$ cat src/rtl/stopwatch_pkg.sv
// Shared types and constants for the stopwatch controller.
package stopwatch_pkg;

    // Controller states; the numeric values are visible on state_o.
    typedef enum logic [2:0] {
        S_IDLE  = 3'd0,
        S_RUN   = 3'd1,
        S_PAUSE = 3'd2,
        S_LAP   = 3'd3,
        S_DONE  = 3'd4
    } state_t;

    // Winning button action in one cycle, after priority resolution (clear is handled apart).
    typedef enum logic [1:0] {
        ACT_NONE  = 2'd0,
        ACT_STOP  = 2'd1,
        ACT_LAP   = 2'd2,
        ACT_START = 2'd3
    } act_t;

    // Bit positions of each button in the edge-detector vector.
    localparam int BTN_START = 0;
    localparam int BTN_STOP  = 1;
    localparam int BTN_LAP   = 2;
    localparam int BTN_CLEAR = 3;
    localparam int NUM_BTN   = 4;

    // Prescaler width: max(1, clog2(div)).
    function automatic int pre_width(input int div);
        return (div > 1) ? $clog2(div) : 1;
    endfunction

endpackage

$ cat src/rtl/btn_edge.sv
// Rising-edge (press) detector for a vector of debounced button levels.
// The sample register resets to ones so a button held through reset is
// not seen as a press until it is released and pressed again.
module btn_edge #(
    parameter int W = 4
) (
    input  logic         clk,
    input  logic         rst,
    input  logic [W-1:0] x,
    output logic [W-1:0] press
);

    logic [W-1:0] x_q;

    // Previous-cycle sample of every button level.
    always_ff @(posedge clk or posedge rst) begin
        if (rst) x_q <= '1;
        else     x_q <= x;
    end

    assign press = x & ~x_q;

endmodule

$ cat src/rtl/stopwatch_ctrl.sv
// Stopwatch controller: run/pause/lap/done FSM, time-base prescaler,
// elapsed/remaining counter, lap snapshot and display select.
module stopwatch_ctrl
    import stopwatch_pkg::*;
#(
    parameter int          CNT_W      = 16,
    parameter int          TICK_DIV   = 1000,
    parameter int          COUNT_DOWN = 0,
    parameter int unsigned MAX_COUNT  = (1 << CNT_W) - 1
) (
    input  logic             clk,
    input  logic             rst,
    input  logic             start,
    input  logic             stop,
    input  logic             lap,
    input  logic             clear,
    input  logic [CNT_W-1:0] preset,
    output logic             en,
    output logic [CNT_W-1:0] count,
    output logic [CNT_W-1:0] disp,
    output logic             tick,
    output logic             done,
    output logic [2:0]       state_o
);

    localparam int               PRE_W    = pre_width(TICK_DIV);
    localparam logic [PRE_W-1:0] PRE_LAST = PRE_W'(TICK_DIV - 1);
    localparam logic [PRE_W-1:0] PRE_ONE  = PRE_W'(1);
    localparam logic [CNT_W-1:0] CNT_MAX  = CNT_W'(MAX_COUNT);
    localparam logic [CNT_W-1:0] CNT_ONE  = CNT_W'(1);
    localparam bit               DOWN     = (COUNT_DOWN != 0);

    state_t           state, state_nxt;
    act_t             act;
    logic [PRE_W-1:0] pre;
    logic [CNT_W-1:0] lap_q;
    logic [NUM_BTN-1:0] btn_lvl, btn_press;
    logic             press_clear;
    logic             term;
    logic             snap;

    assign btn_lvl[BTN_START] = start;
    assign btn_lvl[BTN_STOP]  = stop;
    assign btn_lvl[BTN_LAP]   = lap;
    assign btn_lvl[BTN_CLEAR] = clear;

    btn_edge #(.W(NUM_BTN)) u_btn_edge (
        .clk   (clk),
        .rst   (rst),
        .x     (btn_lvl),
        .press (btn_press)
    );

    assign press_clear = btn_press[BTN_CLEAR];

    // Register decodes; no output has a combinational path from a button.
    assign en      = (state == S_RUN) || (state == S_LAP);
    assign tick    = en && (pre == PRE_LAST);
    assign term    = DOWN && tick && (count == CNT_ONE);
    assign disp    = (state == S_LAP) ? lap_q : count;
    assign done    = (state == S_DONE);
    assign state_o = state;

    // Resolve simultaneous presses to a single action: start+stop cancels everything.
    always_comb begin
        act = ACT_NONE;
        if (btn_press[BTN_START] && btn_press[BTN_STOP]) act = ACT_NONE;
        else if (btn_press[BTN_STOP])                    act = ACT_STOP;
        else if (btn_press[BTN_LAP])                     act = ACT_LAP;
        else if (btn_press[BTN_START])                   act = ACT_START;
    end

    // Next-state logic; the countdown terminal step outranks stop/lap so the
    // controller can never sit outside DONE with a zero countdown.
    always_comb begin
        state_nxt = state;
        snap      = 1'b0;
        if (press_clear) begin
            state_nxt = S_IDLE;
        end else begin
            case (state)
                S_IDLE: begin
                    if (act == ACT_START)
                        state_nxt = (DOWN && count == '0) ? S_DONE : S_RUN;
                end
                S_RUN: begin
                    if (term)                  state_nxt = S_DONE;
                    else if (act == ACT_STOP)  state_nxt = S_PAUSE;
                    else if (act == ACT_LAP) begin
                        state_nxt = S_LAP;
                        snap      = 1'b1;
                    end
                end
                S_LAP: begin
                    if (term)                  state_nxt = S_DONE;
                    else if (act == ACT_STOP)  state_nxt = S_PAUSE;
                    else if (act == ACT_LAP)   state_nxt = S_RUN;
                end
                S_PAUSE: begin
                    if (act == ACT_START)      state_nxt = S_RUN;
                end
                S_DONE:  state_nxt = S_DONE;
                default: state_nxt = S_IDLE;
            endcase
        end
    end

    // State register.
    always_ff @(posedge clk or posedge rst) begin
        if (rst) state <= S_IDLE;
        else     state <= state_nxt;
    end

    // Prescaler: advances only while enabled, so a pause keeps the partial tick.
    always_ff @(posedge clk or posedge rst) begin
        if (rst)              pre <= '0;
        else if (press_clear) pre <= '0;
        else if (en)          pre <= tick ? '0 : pre + PRE_ONE;
    end

    // Elapsed/remaining counter: loads on clear, steps on tick.
    always_ff @(posedge clk or posedge rst) begin
        if (rst)              count <= '0;
        else if (press_clear) count <= DOWN ? preset : '0;
        else if (tick) begin
            if (DOWN)                  count <= count - CNT_ONE;
            else if (count == CNT_MAX) count <= '0;
            else                       count <= count + CNT_ONE;
        end
    end

    // Lap snapshot taken when RUN hands over to LAP.
    always_ff @(posedge clk or posedge rst) begin
        if (rst)       lap_q <= '0;
        else if (snap) lap_q <= count;
    end

endmodule

$ cat config.mk
export PLATFORM = sky130hd
export DESIGN_NAME = stopwatch_ctrl
export DESIGN_NICKNAME = d
export VERILOG_FILES = /design/src/rtl/stopwatch_pkg.sv /design/src/rtl/btn_edge.sv /design/src/rtl/stopwatch_ctrl.sv
export SDC_FILE = /design/constraint.sdc
export NUM_CORES = 1
export LEC_CHECK = 0
export ABC_AREA = 1
export CORE_MARGIN = 8
export CORE_UTILIZATION = 50
export DETAILED_ROUTE_END_ITERATION = 8
export PLACE_DENSITY_LB_ADDON = 0.3
export SYNTH_ARGS = -nofsm -noshare
export SYNTH_HDL_FRONTEND = slang
export SYNTH_SLANG_ARGS = --single-unit
$ cat constraint.sdc
create_clock -name clk -period 1.9 [get_ports clk]
set_input_delay 0.38 -clock clk [delete_from_list [all_inputs] [get_ports clk]]
set_output_delay 0.38 -clock clk [all_outputs]
set_load 0.01 [all_outputs]
## Word-level counts from Yosys, hierarchy flattened

Index checks and enable logic that the tools add are counted.
Widths: inputs -> output; s select.

| word-level totals | value |
|---|---|
| register bits | 49 |
| logic and storage cells | 51 |

| operators by class | value |
|---|---|
| reductions and logical operators | 8 |
| multiplexer cells | 22 |
| equal/unequal tests | 12 |
| bitwise operators | 2 |
| add/sub/neg operators | 2 |

Operator list:

| operator | number |
|---|---|
| $mux 16 | 4 |
| $mux 10 | 3 |
| $mux 3 | 6 |
| $add 16x1->16 const B | 1 |
| $eq 16x16->1 const B | 1 |
| $pmux 3 s4 | 1 |
| $add 10x1->10 const B | 1 |
| $eq 10x10->1 const B | 1 |
| $mux 2 | 4 |
| $ne 4x2->1 const B | 2 |
| $eq 3x2->1 const B | 2 |
| $and 4x4->4 | 1 |
| $eq 2x2->1 const B | 2 |
| $mux 1 | 4 |
| $not 4->4 | 1 |
| $reduce_bool 2->1 | 2 |
| $eq 3x1->1 const B | 1 |
| $eq 3x3->1 const B | 1 |
| $logic_not 3->1 | 1 |
| $ne 3x1->1 const B | 1 |
| $reduce_and 3->1 | 1 |
| $eq 2x1->1 const B | 1 |
| $logic_and 1x1->1 | 2 |
| $reduce_or 2->1 | 1 |
| $logic_or 1x1->1 | 1 |

## Logic depth before layout (Yosys ltp)

| logic depth | value |
|---|---|
| depth after elaboration | 11 |
| gate-level depth with buffers | 10 |

## Modules after synthesis

From an unflattened synthesis, not the netlist that was laid out.

| unflattened totals | value |
|---|---|
| cells, all modules | 362 |
| area, all modules | 2665.1 sq um |

Modules (own cells, without submodules):

| module | cells each | sequential area each (sq um) | area an instance (sq um) | instances |
|---|---|---|---|---|
| stopwatch_ctrl | 349 | 1126.1 | 2516.2 | 1 |
| btn_edge | 13 | 105.1 | 148.9 | 1 |

## Least setup slack after synthesis

No wires, ideal clock.

| timing | value |
|---|---|
| path kind | register to output |
| from | register state[0] (netlist: state_o[0]) |
| to | output disp[10] |
| path slack | 0.327 ns |
| buffers on the path | 1 |
| stages on the path, launching flop included | 5 |
| data required time | 1.520 ns |
| arrival | 1.193 ns |
| path through | dfrtp_1 -> nand3_1 -> clkbuf_1 -> nor2_1 -> a21oi_1 |

| on the way | value |
|---|---|
| cells in the longest elaborated chain, start to end | 2 |

RTL lines:

| item | line | text |
|---|---|---|
| from (decl) | stopwatch_ctrl.sv:33 | `state_t state, state_nxt;` |
| from (signal assigned) | stopwatch_ctrl.sv:111 | `else state <= state_nxt;` |
| $eq 3x2->1 | stopwatch_ctrl.sv:60 | `assign disp = (state == S_LAP) ? lap_q : count;` |
| $mux 16 | stopwatch_ctrl.sv:60 |  |
| to (decl) | stopwatch_ctrl.sv:20 | `output logic [CNT_W-1:0] disp,` |

Every way passes these cells.

## Final worst setup path

| timing | value |
|---|---|
| from | register state[2] (netlist: state_o[2]) |
| to | output disp[13] |

The elaborated chain is that of the path after synthesis.

==> metrics.md <==
| Metric | Value |
|---|---|
| Vias post-DR | `2,596` |
| Most frequent cells in the layout | `90 x nand2_1, 48 x nor2_1, 45 x dfrtp_1` |
| Setup ws final | `0.0467 ns` |
| Aggregate routed wire length | `7080 microns` |
| Antenna Cells | `0` |
| Post-synth cell types | `30` |
| Outcome | `finished, final reports clean` |
| Wire per inst | `14.2 microns` |
| Mapped Avg Cell Area | `7.41 sq um` |
| Rel. slew slack | `74.2%` |
| Total track usage | `18.3%` |
| Area after DPL | `0.00335 sq mm` |
| Initial Utilization | `52.3%` |
| Largest net degree at the start of global routing | `50` |
| Num CTS Buffers | `5` |
| TNS Setup | `0 ns` |
| Port buffer count | `43` |
| Initial antenna violation count | `0` |
| Post-placement cell count | `489` |
| Clock-pin slew on the worst setup and hold paths | `0.09 ns` |
| Final nets | `452` |
| Starting DRT DRC Count | `152` |
| Mapped Nets | `387` |
| Final cell count without fillers | `499` |
| Max-cap viol count | `0` |
| CTS tree | `built` |
| Least-Margin Pin Slew | `0.383 ns` |
| Most common cell after layout, fill and taps aside | `nand2_1` |
| DR pass1 iterations | `4` |
| Reg2reg start | `count[1]$_DFFE_PP0P_` |
| DIE WIDTH | `89.3 microns` |
| H-Tree Depth | `2` |
| Clk_lat worst skew | `0.30 ns` |
| CTS Buffer Depth | `2` |
| Post-synthesis cell count | `363` |
| Power Density | `651 mW/mm^2` |
| R2R cell count | `8` |
| Vias/cell | `5.20` |
| Fmax | `0.540 GHz` |
| Gpl congestion | `0.976` |
| Grt total ovfl | `0` |
| CP max FO | `16` |
| Count of pins over their slew limit | `0` |
| Die height | `89.3 microns` |
| Crit. End Element | `output port` |
| Sequential fraction of the synthesis area | `45.8%` |
| Synth area leader | `dfrtp_1` |
| Site Rows | `26` |
| Vias in the first global route | `2,394` |
| Root Driver | `clkbuf_8` |
| Fin crit period | `1.85 ns` |
| Final setup violating endpoints | `0` |
| HP Class | `in2async` |
| Routed Antenna Nets | `0` |
| Post-Route Skew | `0.00820 ns` |
| IO Pins | `60` |
| Final Cycle Share | `97.5%` |
| Fin area | `0.00351 sq mm` |
| Top cells by area, synth | `dfrtp_1 42%, nand2_1 13%, nor2_1 7.3%, inv_1 5.9%, nand3_1 4.8%` |
| Leak pwr | `1.67 nW` |
| Ys Warns | `0` |
| Max IR drop VDD | `0.540 mV` |
| FF-to-FF End | `count[3]$_DFFE_PP0P_` |
| Layout cells sized above 1 | `20.0%` |
| HPWL after DPL | `5290 microns` |
| Top cell type's share of synthesized area | `41.9%` |
| Cell Area, Synth | `0.00269 sq mm` |
| First-pass GRT wire length | `11,400 microns` |
| Die ar. | `0.00798 sq mm` |
| Final core occ | `68.3%` |
| RSZ-0062 raised after global routing | `yes` |
| Clk sink count | `49` |
| Core area | `0.00514 sq mm` |
| WS Path Type | `reg2out` |
| Syn-to-layout area delta | `30.6%` |
| Crit path launch type | `flop` |
| Place WS | `-0.0133 ns` |
| Final Hold Viols | `0` |
| DRC viols | `0` |
| WP data arrival | `1.47 ns` |
| Flops & latches, synth | `49` |
| CP required | `1.52 ns` |
| R2r setup slk | `0.17 ns` |
[sequential cells by signal (all words and copies together), names as in the netlist]
register,cells
count,16
lap_q,16
pre,10
state_o,3
u_btn_edge.x_q,4
[logic make-up (layout without fill, tap and decap cells)]
family	count (synthesis)	after routing	share of synthesized area, %
AND/OR/NAND/NOR	203	203	34.2
buffers and inverters	55	121	8.51
AO/OA/AOI/OAI	52	52	9.91
flip-flops	49	49	45.8
adder cells (fa/ha/maj)	2	2	0.931
XOR/XNOR	2	2	0.652
[cell type report]
| cell class | instances | area, sq um |
|---|---|---|
| clock inverters | 2 | 37.5 |
| clock buffers | 6 | 82.6 |
| well taps | 70 | 87.6 |
| inverters | 46 | 173 |
| multi-input cells | 259 | 1270 |
| repair buffers | 67 | 628 |
| fillers | 462 | 1630 |
| flip-flops and latches | 49 | 1230 |
[cells in the mapped netlist]
| master | count |
|---|---|
| nand2_1 | 91 |
| nand3_2 | 2 |
| nand3_4 | 1 |
| nor2_1 | 52 |
| dfrtp_1 | 45 |
| clkbuf_1 | 4 |
| o41ai_1 | 1 |
| a21oi_1 | 21 |
| nor2_4 | 2 |
| nand3_1 | 26 |
| buf_8 | 1 |
| buf_6 | 1 |
| xor2_1 | 2 |
| o21ai_0 | 12 |
| nor3_1 | 6 |
| nor2_2 | 6 |
| nand2_2 | 1 |
| nand3b_1 | 1 |
| or2_2 | 1 |
| nor3b_1 | 2 |
| inv_2 | 4 |
| ha_1 | 2 |
| inv_1 | 42 |
| dfstp_2 | 4 |
| o211ai_1 | 1 |
| o21ai_1 | 17 |
| nand2_4 | 3 |
| buf_2 | 3 |
| nor4_1 | 2 |
| nand4_1 | 7 |
[metrics by stage]
step	hold WS, ns	power [mW]
6_report	0.438	2.29
5_1_grt	0.480	2.39
4_1_cts	0.453	2.29
3_5_place_dp	0.479	1.52
3_3_place_gp	0.471	1.51
2_1_floorplan	0.384	1.35
[per-layer routing]
layer / share of wire, % / vias up / routed length (microns) / track usage, %
met5: 0 / - / 0 / 0
met4: 1.6 / 0 / 114 / 6.65
met3: 5.9 / 9 / 420 / 2.76
met2: 46 / 71 / 3240 / 27.5
met1: 47 / 1222 / 3310 / 25.9
li1: - / 1294 / - / -
[critical path, cell delays in order, from the launching register on]
cell and delay (ns):
dfrtp_1 0.40, inv_2 0.10, nand3_4 0.10, buf_12 0.17
nor2_1 0.12, a21oi_2 0.05, clkdlybuf4s15_2 0.23
[report_power, final]
| part | total, mW | switching [mW] | internal (mW) |
|---|---|---|---|
| Combinational | 0.364 | 0.205 | 0.159 |
| Sequential | 1.15 | 0.0451 | 1.10 |
| Clock | 0.776 | 0.348 | 0.428 |
| Total | 2.29 | 0.598 | 1.69 |
[worst max-delay path by stage]
stage,from,end,slack [ns]
after floorplan,state_o[0]$_DFFE_PP0P_,disp[10],0.33
after global placement,state_o[2]$_DFFE_PP0P_,disp[1],0.02
after detailed placement,state_o[2]$_DFFE_PP0P_,disp[13],-0.01
after CTS,state_o[2]$_DFFE_PP0P_,disp[8],0.01
after global routing,state_o[2]$_DFFE_PP0P_,disp[12],-0.01
final,state_o[2]$_DFFE_PP0P_,disp[13],0.05
[timing repair]
| action | in CTS | in global routing |
|---|---|---|
| setup endpoints to repair | 19 | 14 |
| hold buffers | 0 | 0 |
| setup buffers | 0 | 1 |
| pin swaps | 0 | 1 |
| gates resized for setup | 57 | 16 |
| gates cloned | 0 | 1 |
| hold endpoints to repair | 0 | 0 |
Note: power is estimated with default switching activity, not from simulation.
